--- config.mk ---
export PLATFORM = sky130hd
export DESIGN_NAME = reg_read_stage
export DESIGN_NICKNAME = d
export VERILOG_FILES = /design/src/rtl/reg_read_stage_pkg.sv /design/src/rtl/reg_read_stage_operand_bypass_mux.sv /design/src/rtl/reg_read_stage.sv
export SDC_FILE = /design/constraint.sdc
export NUM_CORES = 1
export LEC_CHECK = 0
export ABC_AREA = 1
export CELL_PAD_IN_SITES_DETAIL_PLACEMENT = 0
export CELL_PAD_IN_SITES_GLOBAL_PLACEMENT = 1
export CORE_UTILIZATION = 34
export DETAILED_ROUTE_END_ITERATION = 7
export GPL_ROUTABILITY_DRIVEN = 0
export GPL_TIMING_DRIVEN = 0
export HOLD_SLACK_MARGIN = 0.02
export PLACE_DENSITY = 0.87
export SLEW_MARGIN = 25
export SYNTH_ARGS = -nofsm -noshare
export SYNTH_HDL_FRONTEND = slang
export SYNTH_HIERARCHICAL = 1
export SYNTH_SLANG_ARGS = --single-unit
--- constraint.sdc ---
create_clock -name clk -period 1.91 [get_ports clk]
set_input_delay 0.573 -clock clk [delete_from_list [all_inputs] [get_ports clk]]
set_output_delay 0.573 -clock clk [all_outputs]
set_load 0.005 [all_outputs]
--- src/rtl/reg_read_stage_pkg.sv ---
// Shared types and sizes for the register-read stage: physical register index,
// operand word, and the entry format held in the output slot and skid buffer.
package reg_read_stage_pkg;

    localparam int unsigned NUM_PREGS = 64;
    localparam int unsigned PREG_W    = $clog2(NUM_PREGS);
    localparam int unsigned XLEN      = 32;
    localparam int unsigned UOP_W     = 16;

    typedef logic [PREG_W-1:0] preg_t;
    typedef logic [XLEN-1:0]   xlen_t;
    typedef logic [UOP_W-1:0]  uop_t;

    typedef struct packed {
        xlen_t src1;
        xlen_t src2;
        preg_t dst;
        uop_t  uop;
    } rr_entry_t;

endpackage

--- src/rtl/reg_read_stage_operand_bypass_mux.sv ---
// Per-source operand select: hardwired zero for preg 0, then same-cycle writeback
// bypass, then the register file's pre-write read data.
module reg_read_stage_operand_bypass_mux
    import reg_read_stage_pkg::*;
(
    input  preg_t src_preg,
    input  xlen_t rf_val,
    input  logic  wb_valid,
    input  preg_t wb_dst_reg,
    input  xlen_t wb_val,
    output xlen_t operand
);

    always_comb begin
        operand = rf_val;
        // preg 0 test comes first so a writeback to preg 0 is never forwarded
        if (src_preg == '0) begin
            operand = '0;
        end else if (wb_valid && (wb_dst_reg == src_preg)) begin
            operand = wb_val;
        end
    end

endmodule

--- src/rtl/reg_read_stage.sv ---
// Register-read stage for one FU pipe: reads sources, merges writeback bypass and
// feeds execute through an output slot backed by a one-entry skid register.
module reg_read_stage
    import reg_read_stage_pkg::*;
(
    input  logic               clk,
    input  logic               rst,
    input  logic               flush,
    input  logic               iss_valid,
    output logic               iss_ready,
    input  logic [PREG_W-1:0]  iss_src1_preg,
    input  logic [PREG_W-1:0]  iss_src2_preg,
    input  logic [PREG_W-1:0]  iss_dst_preg,
    input  logic [UOP_W-1:0]   iss_uop,
    output logic [PREG_W-1:0]  rf_src1_reg,
    output logic [PREG_W-1:0]  rf_src2_reg,
    input  logic [XLEN-1:0]    rf_src1_val,
    input  logic [XLEN-1:0]    rf_src2_val,
    input  logic               wb_valid,
    input  logic [PREG_W-1:0]  wb_dst_reg,
    input  logic [XLEN-1:0]    wb_val,
    output logic               ex_valid,
    input  logic               ex_ready,
    output logic [XLEN-1:0]    ex_src1_val,
    output logic [XLEN-1:0]    ex_src2_val,
    output logic [PREG_W-1:0]  ex_dst_reg,
    output logic [UOP_W-1:0]   ex_uop
);

    rr_entry_t out_q, out_d;
    rr_entry_t skid_q, skid_d;
    logic      out_valid_q, out_valid_d;
    logic      skid_valid_q, skid_valid_d;
    xlen_t     op1, op2;
    rr_entry_t new_entry;
    logic      accept;

    assign rf_src1_reg = iss_src1_preg;
    assign rf_src2_reg = iss_src2_preg;

    reg_read_stage_operand_bypass_mux u_mux_src1 (
        .src_preg   (iss_src1_preg),
        .rf_val     (rf_src1_val),
        .wb_valid   (wb_valid),
        .wb_dst_reg (wb_dst_reg),
        .wb_val     (wb_val),
        .operand    (op1)
    );

    reg_read_stage_operand_bypass_mux u_mux_src2 (
        .src_preg   (iss_src2_preg),
        .rf_val     (rf_src2_val),
        .wb_valid   (wb_valid),
        .wb_dst_reg (wb_dst_reg),
        .wb_val     (wb_val),
        .operand    (op2)
    );

    // Ready comes straight from a flop so issue never sees a combinational path from execute
    assign iss_ready = ~skid_valid_q;
    assign accept    = iss_valid & iss_ready;

    always_comb begin
        new_entry.src1 = op1;
        new_entry.src2 = op2;
        new_entry.dst  = iss_dst_preg;
        new_entry.uop  = iss_uop;
    end

    always_comb begin
        out_d        = out_q;
        skid_d       = skid_q;
        out_valid_d  = out_valid_q;
        skid_valid_d = skid_valid_q;
        if (flush) begin
            out_valid_d  = 1'b0;
            skid_valid_d = 1'b0;
        end else begin
            unique case ({out_valid_q, skid_valid_q})
                2'b00: begin
                    if (accept) begin
                        out_d       = new_entry;
                        out_valid_d = 1'b1;
                    end
                end
                2'b10: begin
                    if (ex_ready) begin
                        if (accept) begin
                            out_d = new_entry;
                        end else begin
                            out_valid_d = 1'b0;
                        end
                    end else if (accept) begin
                        skid_d       = new_entry;
                        skid_valid_d = 1'b1;
                    end
                end
                2'b11: begin
                    if (ex_ready) begin
                        out_d        = skid_q;
                        skid_valid_d = 1'b0;
                    end
                end
                default: begin
                    out_valid_d  = 1'b0;
                    skid_valid_d = 1'b0;
                end
            endcase
        end
    end

    always_ff @(posedge clk) begin
        if (!rst) begin
            out_q        <= '0;
            skid_q       <= '0;
            out_valid_q  <= 1'b0;
            skid_valid_q <= 1'b0;
        end else begin
            out_q        <= out_d;
            skid_q       <= skid_d;
            out_valid_q  <= out_valid_d;
            skid_valid_q <= skid_valid_d;
        end
    end

    assign ex_valid    = out_valid_q;
    assign ex_src1_val = out_q.src1;
    assign ex_src2_val = out_q.src2;
    assign ex_dst_reg  = out_q.dst;
    assign ex_uop      = out_q.uop;

endmodule
==> run summary <==
total track usage = 22.37%
root buffer cell = clkbuf_16
Tmin final = 1.880 ns
cell area after synthesis = 9923 um^2
max reg flops = 86
Routed Antenna Nets = 0
remaining routing DRC violations = 0
commonest non-fill, non-tap cells in the layout = 356 x nand2_1, 303 x nor2_1, 207 x clkdlybuf4s50_1
CTS tree = yes
Post-synth EDFFs = 0
Synth Flop Type = dfxtp_1
status = finished clean
RSZ-0062 raised after global routing = true
max-slew violations = 0
first-pass GRT wire length = 52160 um
clk slew on worst S/H paths = 0.07 ns
slew margin rel. = 30.54%
Peak VDD IR = 0.5417 mV
initial DRC count = 780
cell accounting for the most synthesized area = dfxtp_1
I/O pin count = 242
Synth Instances = 1608
routed wire length = 33610 um
number of port buffers = 240
hold crit path type = reg -> reg
Max Fclk = 532.0 MHz
Synth cell types = 25
multiplexer share of the synthesized area = 0%
vias in the first global route = 9882
worst-path fanout max = 4
Rows = 62
largest family of logic cells by synthesized area = simple AND/OR/NAND/NOR gates
Setup crit end kind = output port
Final Non-Filler Cells = 2278
Final Hold Vio Count = 0
Biggest register = skid_q
sequential share of the synthesized area = 35.10%
post-DR wirelength/cell = 14.75 um
synthesized flop and latch total = 174
TritonRoute pass-1 iters = 5
CP arrival = 1.31 ns
Least-Margin Pin Slew = 1.042 ns
DIE HEIGHT = 172.8 um
Synth top area share = 35.10%
Startpoint Class = primary input
adder-cell share of the synthesized area = 0.5044%
share of cells above drive strength 1 = 11.36%
worst-skew pair later-pin latency = 0.44 ns
HPWL Detailed = 25810 um
Max-Cap Viols = 0
area growth from synthesis to layout = 37.28%
setup_tns = 0 ns
WP data required = 1.34 ns
placed cell count = 2232
initial antenna violation count = 3
CTS Sinks = 174
post-synthesis compound-gate area fraction = 9.129%
largest net degree at the start of global routing = 18
ys async rst share = 0%
Synth Warn # = 6
commonest non-fill, non-tap cell in the layout = nand2_1
core area = 28700 um^2
Net Count, Synth = 1754
Final setup viols = 0
clk_skew = 0.01269 ns
Synth Area in XOR/XNOR = 0.1765%
die width = 172.8 um
H-tree levels = 4
Pleak = 6.146 nW
CTS Buf Count = 17
DR vias = 10.50k
Area contributors post-synth = dfxtp_1 35%, nand2_1 14%, nor2_1 12%
syn_area_per_cell = 6.171 um^2
grt ovf = 0
Starting Density = 34.57%
Final period util = 98.42%
Post-Synth Simple-Gate Area = 40.93%
DR vias/cell = 4.608
DIE AREA = 29870 um^2
Cell Pwr Density = 687.5 nW/um^2
kind of critical path = in -> out
final net count = 2025
CTS Buffer Depth = 2
-- stage by stage --
| step | util [%] | worst slack (ns) | hold slack, ns | power (mW) | instance area, um^2 |
|---|---|---|---|---|---|
| 2_1_floorplan | - | 0.1519 | 0.4239 | 4.887 | 9923 |
| 3_3_place_gp | 44.62 | -0.7915 | 0.4318 | 5.796 | 12810 |
| 3_5_place_dp | 44.62 | -0.8123 | 0.4356 | 5.815 | 12810 |
| 4_1_cts | 47.04 | 0.001678 | 0.4462 | 9.420 | 13500 |
| 5_1_grt | 47.46 | -0.04153 | 0.4632 | 9.796 | 13620 |
| 6_report | 47.46 | 0.03022 | 0.4450 | 9.366 | 13620 |
-- report_power, final --
part	switching [mW]	leakage, nW	total (mW)	internal, mW
clock	1.71	0.281	3.60	1.90
combinational	0.914	4.44	1.86	0.947
sequential	0.0921	1.42	3.90	3.81
-- worst paths after layout --
kind / cells past startpoint / start / slack [ns] / to
setup / recovery: 3 / iss_src1_preg[5] / 0.03 / rf_src1_reg[5]
hold / removal: 2 / skid_q[7] / 0.44 / skid_q[7]
setup reg to reg: 10 / ex_valid / 0.13 / ex_src1_val[6]
hold reg to reg: 2 / skid_q[7] / 0.44 / skid_q[7]
-- what timing repair did --
item,4_1_cts,5_1_grt
pin swaps,6,19
resized for setup,75,96
setup endpoints to repair,187,178
cloned,2,4
hold buffers,0,0
setup buffers,7,0
-- critical path, cell delays in order --
cell and delay, ns:
clkbuf_4 0.15, buf_4 0.11, clkdlybuf4s50_1 0.48
-- cell families after synthesis --
group,count (synthesis)
and+or+nand+nor,944
AOI/OAI and AO/OA,180
DFF,174
buffers and inverters,304
adders and majority gates,4
xor gates and xnor gates,2
-- metal layers --
metal,wire length (um),part of all wire (%),track usage (%),up-vias
met3,1722,5.1,2.880,45
li1,-,-,-,5465
met2,15410,46,36.90,318
met5,0,0,0,-
met4,879,2.6,8.444,0
met1,15600,46,29.74,4669
-- cell usage after synthesis (11+ instances only) --
cell type,count
a21oi_1,88
and2_0,74
and2_1,15
buf_2,37
buf_4,24
buf_6,17
clkbuf_1,34
dfxtp_1,174
inv_1,170
inv_2,11
nand2_1,363
nand2_2,12
nand3_1,155
nor2_1,308
o21ai_0,88
-- final cells by class --
class / instances / area, um^2
timing repair buffer: 253 / 2461
clock inverter: 13 / 148.9
fill: 3038 / 15080
antenna: 2 / 5.005
inverter: 185 / 696.9
multi-input combinational: 1130 / 5107
tap: 384 / 480.5
clock buffer: 19 / 442.9
buffer: 118 / 787.0
sequential: 174 / 3493
Note: power is estimated with default switching activity, not from simulation.
